`src/rtl/comp_serial_8bit.sv`:
```
// Bit-serial unsigned magnitude comparator: captures A/B on start and walks the
// operands MSB-first, one bit per clock, returning registered G/E/L with a done pulse.
module comp_serial_8bit #(
  parameter int WIDTH      = 8,
  parameter bit EARLY_EXIT = 1'b1
) (
  input  logic             clk,
  input  logic             rst_n,
  input  logic             start,
  input  logic [WIDTH-1:0] A,
  input  logic [WIDTH-1:0] B,
  output logic             busy,
  output logic             done,
  output logic             G,
  output logic             E,
  output logic             L
);

  localparam int IW = (WIDTH > 1) ? $clog2(WIDTH) : 1;

  typedef enum logic {IDLE, SHIFT} state_t;

  state_t           state, state_next;
  logic [WIDTH-1:0] a_reg, b_reg;
  logic [IW-1:0]    idx;
  logic             diff_found, diff_gt;
  logic             accept, decide, cur_diff, any_diff, gt_now;

  always_ff @(posedge clk or negedge rst_n) begin
    if (!rst_n) state <= IDLE;
    else        state <= state_next;
  end

  // The highest differing bit wins; gt_now folds in the bit under test when
  // nothing has been recorded yet so the decision edge needs no extra cycle.
  always_comb begin
    state_next = state;
    accept     = 1'b0;
    decide     = 1'b0;
    cur_diff   = a_reg[idx] ^ b_reg[idx];
    any_diff   = diff_found | cur_diff;
    gt_now     = diff_found ? diff_gt : a_reg[idx];
    case (state)
      IDLE: begin
        if (start) begin
          accept     = 1'b1;
          state_next = SHIFT;
        end
      end
      SHIFT: begin
        if ((cur_diff && EARLY_EXIT) || (idx == '0)) begin
          decide     = 1'b1;
          state_next = IDLE;
        end
      end
      default: state_next = IDLE;
    endcase
  end

  always_ff @(posedge clk or negedge rst_n) begin
    if (!rst_n) begin
      a_reg      <= '0;
      b_reg      <= '0;
      idx        <= '0;
      diff_found <= 1'b0;
      diff_gt    <= 1'b0;
      done       <= 1'b0;
      G          <= 1'b0;
      E          <= 1'b0;
      L          <= 1'b0;
    end else begin
      done <= 1'b0;
      if (accept) begin
        a_reg      <= A;
        b_reg      <= B;
        idx        <= IW'(WIDTH - 1);
        diff_found <= 1'b0;
        diff_gt    <= 1'b0;
      end else if (state == SHIFT) begin
        if (decide) begin
          done <= 1'b1;
          G    <= any_diff & gt_now;
          L    <= any_diff & ~gt_now;
          E    <= ~any_diff;
        end else begin
          idx <= idx - 1'b1;
          if (cur_diff && !diff_found) begin
            diff_found <= 1'b1;
            diff_gt    <= a_reg[idx];
          end
        end
      end
    end
  end

  assign busy = (state == SHIFT);

endmodule
```
`config.mk`:
```
export PLATFORM = sky130hd
export DESIGN_NAME = comp_serial_8bit
export DESIGN_NICKNAME = d
export VERILOG_FILES = /design/src/rtl/comp_serial_8bit.sv
export SDC_FILE = /design/constraint.sdc
export NUM_CORES = 1
export LEC_CHECK = 0
export ABC_CLOCK_PERIOD_IN_PS = 2200
export CAP_MARGIN = 20
export CORE_UTILIZATION = 50
export DETAILED_ROUTE_END_ITERATION = 6
export HOLD_SLACK_MARGIN = 0.1
export PLACE_DENSITY = 0.77
export SETUP_SLACK_MARGIN = 0.1
export SYNTH_ARGS = -nofsm -noshare
export SYNTH_HDL_FRONTEND = slang
export SYNTH_SLANG_ARGS = --single-unit
```
`constraint.sdc`:
```
create_clock -name clk -period 2.2 [get_ports clk]
set_clock_uncertainty 0.1 [all_clocks]
set_input_delay 0.44 -clock clk [delete_from_list [all_inputs] [get_ports clk]]
set_output_delay 0.44 -clock clk [all_outputs]
set_load 0.02 [all_outputs]
```
==> results of run 1 <==
[worst reg2reg max path: stages (launching register included)]
cell and delay (ps):
dfrtp_2 460, mux4_2 550, mux2i_4 240, xor2_4 250, o21ai_2 100, a32o_1 230
[timing repair]
item | in CTS | in global routing
resized for setup | 1 | 2
hold endpoints to repair | 0 | 0
pin swaps | 0 | 1
setup buffers | 1 | 0
setup endpoints to repair | 6 | 5
hold buffers | 0 | 0
[logic make-up (layout without fill, tap and decap cells)]
kind of cell	Yosys count	in the layout	share of synthesized area
flip-flops	26	26	0.526
multiplexers	24	24	0.277
AND/OR/NAND/NOR	14	14	0.0667
AO/OA/AOI/OAI	9	9	0.0566
buffers and inverters	8	34	0.0313
adder cells (fa/ha/maj)	2	2	0.0202
XOR/XNOR	1	1	0.0222
[area by class of cell]
type / count / share of cell area
clock buffer: 4 / 0.0237
inverter: 4 / 0.00980
multi-input combinational: 50 / 0.353
sequential: 26 / 0.426
tap: 28 / 0.0229
timing repair buffer: 26 / 0.165
[worst paths after layout]
check                           cells past startpoint         end  slack (ps)   start
worst max-delay path                                1        busy         180    busy
worst min-delay path                                2  diff_found         360   rst_n
worst max register to register                      5           L         180  idx[0]
worst min register to register                      1           E         400       E
max in group asynchronous                           2      idx[0]        1370   rst_n
min in group clk                                    1           E         400       E
[per-stage QoR]
| step | setup WS (ps) | cell area [sq um] | hold slack, ps | util | cells |
|---|---|---|---|---|---|
| 5_1_grt | 98.7 | 1530 | 393 | 0.673 | 138 |
| 4_1_cts | 102 | 1540 | 372 | 0.676 | 138 |
| 3_5_place_dp | 14.5 | 1490 | 372 | 0.656 | 133 |
| 6_report | 183 | 1530 | 359 | 0.673 | 138 |
| 2_1_floorplan | 208 | 1240 | 44.4 | - | 84 |
| 3_3_place_gp | 92.4 | 1490 | 374 | 0.656 | 133 |
[report_power, final]
group | internal (mW) | total, mW | switching, mW
clock | 0.101 | 0.238 | 0.137
sequential | 0.692 | 0.848 | 0.156
combinational | 0.627 | 1.13 | 0.502
[cell usage in the layout, fill, tap and decap left out]
| cell type | n |
|---|---|
| dfrtp_2 | 1 |
| o21ai_1 | 1 |
| nand2_1 | 1 |
| inv_1 | 4 |
| xor2_4 | 1 |
| o21ai_2 | 1 |
| mux2_2 | 16 |
| mux4_2 | 4 |
| and2b_1 | 1 |
| a21o_1 | 3 |
| ha_1 | 2 |
| mux2i_4 | 2 |
| o221ai_1 | 1 |
| nor2_1 | 4 |
| dfrtp_1 | 25 |
| or4b_2 | 1 |
| nor2_2 | 1 |
| clkdlybuf4s50_1 | 23 |
| clkbuf_8 | 1 |
| nor4b_1 | 1 |
| a32o_1 | 2 |
| or2_1 | 1 |
| mux2i_1 | 2 |
| nor2b_1 | 3 |
| buf_4 | 3 |
| nand2b_1 | 1 |
| clkbuf_4 | 3 |
| a21oi_1 | 1 |
[per-layer routing]
metal	wire, microns	global-route usage	up-vias	share of wire
met3	80	0.0351	4	0.040
li1	-	-	352	-
met2	1010	0.314	19	0.51
met4	24	0.0676	0	0.012
met5	0	0	-	0
met1	883	0.206	375	0.44
==> impl_results.md, run 1 <==
* Outcome: finished, final reports clean
* DR WL/cell at ~15 microns
* Multi-input gate area at ~540 sq um
* NumNets Final at 132
* Syn Inst Count at 84
* Site row count at 17
* Ys flop type: dfrtp_1
* Final hold vios at 0
* Layout area overhead at 23.8%
* CP max FO at 9
* Ys async rst share at 1.00
* Clock Sinks at 26
* Sequential element share of the synthesized area at 0.526
* RSZ-0062 raised after global routing: true
* Initial antenna violation count at 0
* I/O pins at 24
* Share of the synthesized area in the top cell type at 0.526
* Chip height at about 52 microns
* Leading area contributor after synthesis: dfrtp_1
* CTS root buf: clkbuf_4
* Fraction of layout cells with a size suffix above 1 at 0.309
* Post-synth EDFFs at 0
* Seq. cell area at around 650 sq um
* Maxcap violations at 0
* Final setup violating endpoints at 0
* Final min period at between 2000 and 2500 ps
* Critical path arrival at 1480 ps
* WP data required at approximately 1700 ps
* Avg Synthesized Cell Area at between 10 and 15 sq um
* Hpwl dp at 1520 microns
* Vias per inst at between 5 and 6
* Least-Margin Pin Slew at 326 ps
* Die X at between 50 and 60 microns
* Synth cell types at 27
* GRT Total Usage at 0.176
* Leakage at 0.658 nW
* Core ar. at around 0.0023 sq mm
* Initial DRC count at 6
* TritonCTS clock tree: built
* Mapped Nets at between 100 and 150
* H-Tree Depth at 1
* Initial Util at 0.544
* Max Slew Vio Count at 0
* FF+latch count, synth at 26
* Top cells by area, synth: dfrtp_1 (53%), mux2_2 (15%), mux4_1 (4.2%)
* Power Density at about 1400 mW/mm^2
* First-pass GRT wire length at 3370 microns
* Crit end category: primary output
* CP Cell Sequence: clkdlybuf4s50_1
* Slew headroom at 0.783
* Synth warn at 0
* CTS max path bufs at 2
* Max VDD drop at about 0.00075 V
* Clk Latency, worst-skew pair at between 300 and 400 ps
* Top cell types by occurrence after synthesis: dfrtp_1 (26), mux2_2 (16), inv_1 (4), nor2_1 (4)
* Clock slew seen by the registers of the worst setup and hold paths at approximately 140 ps
* Critical-path top delay cell: clkdlybuf4s50_1
* TritonCTS buffer count at 3
* Total die area at between 0.002 and 0.003 sq mm
* Filler cells at 175
* Top delay family on crit path: buffers and inverters
* Routed via count at 750
* Grt total ovfl at 0
* Routed Antenna Nets at 0
* Most common cell in the netlist: dfrtp_1
* DRC viols at 0
* Crit Path Class: flop to primary output
* Final Total Pwr at around 2.2 mW
* PortBufs at 23
* Slowest stage delay, CP at around 650 ps
* CP startpoint kind: flop
* Ant. Diodes at 0
* Bufs and invs on worst path at 1
* Via count of the first global-routing pass at 775
* Largest net degree at the start of global routing at 27
* Period utilization at 0.917
* Hold WC Path Type: primary input to async pin
* Post-Syn Area at 0.00124 sq mm
* Fmax at 496 MHz
* Final wirelength at roughly 2000 microns
* Final setup TNS at 0 ps
* GP Congestion at roughly 0.7
* Drt first pass iters at 4
Power figures use the tool's default switching activity.
==> run 2, diff against run 1 <==
Settings changed: ABC_CLOCK_PERIOD_IN_PS 2200 to 2430, CORE_UTILIZATION 50 to 54, PLACE_DENSITY 0.77 to 0.83.
Clock period 2.2 ns to 2.43 ns, I/O delays scaled along.
==> impl_results.md, run 2 (synthesis results as in run 1) <==
* Post-CTS Hold Buffers at 0 (unchanged)
* Post-CTS Resized at 0 (was 1)
* Placed Area at 0.00150 sq mm (was 0.00149 sq mm)
* Max Slew Vio Count at 0 (unchanged)
* RSZ-0062 raised after global routing: false (was true)
* Least-Margin Pin Slew at 322 ps (was 326 ps)
* R2R setup slack at 230 ps (was 180 ps)
* Clock Sinks at 26 (unchanged)
* Seq. cell area at 651 sq um (was 652 sq um)
* Via count of the first global-routing pass at 772 (was 775)
* Core ar. at 0.00206 sq mm (was 0.00228 sq mm)
* CP max FO at 7 (was 9)
* Hold WC Path Type: flop to flop (was primary input to async pin)
* TritonCTS clock tree: built (unchanged)
* Cells on worst reg2reg path at 5 (unchanged)
* Final hold vios at 0 (unchanged)
* Die X at 49.9 microns (was 51.8 microns)
* DR WL/cell at 14.8 microns (was 14.5 microns)
* Crit end category: flop (was primary output)
* Hpwl dp at 1510 microns (was 1520 microns)
* Initial Util at 0.600 (was 0.544)
* NumNets Final at 132 (unchanged)
* Final setup margin at 232 ps (was 183 ps)
* Multi-input gate area at 548 sq um (was 541 sq um)
* Grt total ovfl at 0 (unchanged)
* Clock slew seen by the registers of the worst setup and hold paths at 130 ps (was 140 ps)
* Routed via count at 755 (was 750)
* Drt first pass iters at 4 (unchanged)
* Hold WS at 400 ps (was 359 ps)
* Initial antenna violation count at 0 (unchanged)
* Chip height at 49.9 microns (was 51.8 microns)
* Critical R2R Capture: G (was L)
* I/O pins at 24 (unchanged)
* DRC viols at 0 (unchanged)
* Final setup violating endpoints at 0 (unchanged)
* Clk Latency, worst-skew pair at 320 ps (about the same)
* DP Worst Slack at 258 ps (was 14.5 ps)
* Period utilization at 0.904
* Largest net degree at the start of global routing at 27 (unchanged)
* Slew headroom at 0.785 (was 0.783)
* First-pass GRT wire length at 3520 microns (was 3370 microns)
* Layout area overhead at 24.2% (was 23.8%)
* Fmax at about 450 MHz
* Total die area at 0.00249 sq mm (was 0.00268 sq mm)
* Crit Reg-Reg Startpoint: idx[0] (unchanged)
* Initial DRC count at 11 (was 6)
* H-Tree Depth at 1 (unchanged)
* WP data required at 2550 ps (was 1660 ps)
* Ant. Diodes at 0 (unchanged)
* Site row count at 16 (was 17)
* CP startpoint kind: flop (unchanged)
* Design area at 0.00154 sq mm (was 0.00153 sq mm)
* Worst Setup SP: idx[0] (was busy)
* Most common cell after layout, fill and taps aside: dfrtp_1 (unchanged)
* Post-CTS Setup Repair Bufs at 0 (was 1)
* Max VDD drop at 0.000810 V (was 0.000754 V)
* Outcome: finished, final reports clean (unchanged)
* Fraction of layout cells with a size suffix above 1 at 0.282 (was 0.309)
* GP Congestion at 0.774 (was 0.695)
* Routed Antenna Nets at 0 (unchanged)
* CTS root buf: clkbuf_4 (unchanged)
* TritonCTS buffer count at 3 (unchanged)
* Crit Path Class: flop to flop (was flop to primary output)
* CP endpoint: G (was busy)
* Leakage at 0.669 nW (was 0.658 nW)
* Vias per inst at 5.51 (was 5.43)
* Final wirelength at 2030 microns (was 2000 microns)
* CTS max path bufs at 2 (unchanged)
* GRT Total Usage at 0.195 (was 0.176)
* Critical path arrival at 2320 ps (was 1480 ps)
* Power Density at 1300 mW/mm^2 (was 1450 mW/mm^2)
* Final Total Pwr at 2.00 mW (was 2.21 mW)
* Final min period at around 2200 ps
* Most frequent cells in the layout: dfrtp_1 (26), clkdlybuf4s50_1 (23), mux2_2 (16) (was dfrtp_1 (25), clkdlybuf4s50_1 (23), mux2_2 (16))
* Filler cells at 136 (was 175)
* Final setup TNS at 0 ps (unchanged)
* PortBufs at 23 (unchanged)
* Maxcap violations at 0 (unchanged)
==> run 2: critical path, stage by stage, from the launching register on <==
cell     delay [ps]
dfrtp_1         540
mux4_1          650
mux2i_4         220
xor2_4          250
o21ai_2         110
a32o_1          230
==> run 2: metrics by stage <==
stage	cells	util
3_3_place_gp	133	0.728
3_5_place_dp	133	0.728
2_1_floorplan	84	-
5_1_grt	137	0.745
6_report	137	0.745
4_1_cts	137	0.745
==> run 2: power by group <==
group	leakage [nW]	internal, mW	switching, mW
combinational	0.339	0.560	0.461
sequential	0.309	0.624	0.140
clock	0.0210	0.0917	0.122
==> run 2: per-layer routing <==
metal  part of all wire  GRT usage  vias up
met1               0.42      0.267      381
met5                  0          0        -
met2               0.52      0.315       19
met4              0.024     0.0714        0
li1                   -          -      351
met3              0.032     0.0278        4
==> run 2: cell type report <==
| cell class | instances | share of cell area |
|---|---|---|
| Tap cell | 27 | 0.0220 |
| Timing Repair Buffer | 26 | 0.164 |
| Multi-Input combinational cell | 50 | 0.357 |
| Inverter | 4 | 0.00977 |
| Sequential cell | 26 | 0.423 |
| Clock buffer | 4 | 0.0236 |
==> run 2: worst min path at each step <==
stage / from / endpoint / slack, ps / cells after the start
final: E / E / 400 / 1
after global routing: rst_n / busy / 420 / 2
after CTS: E / E / 400 / 1
after detailed placement: E / E / 370 / 1
after global placement: E / E / 380 / 1
after floorplan: rst_n / E / 90 / 0
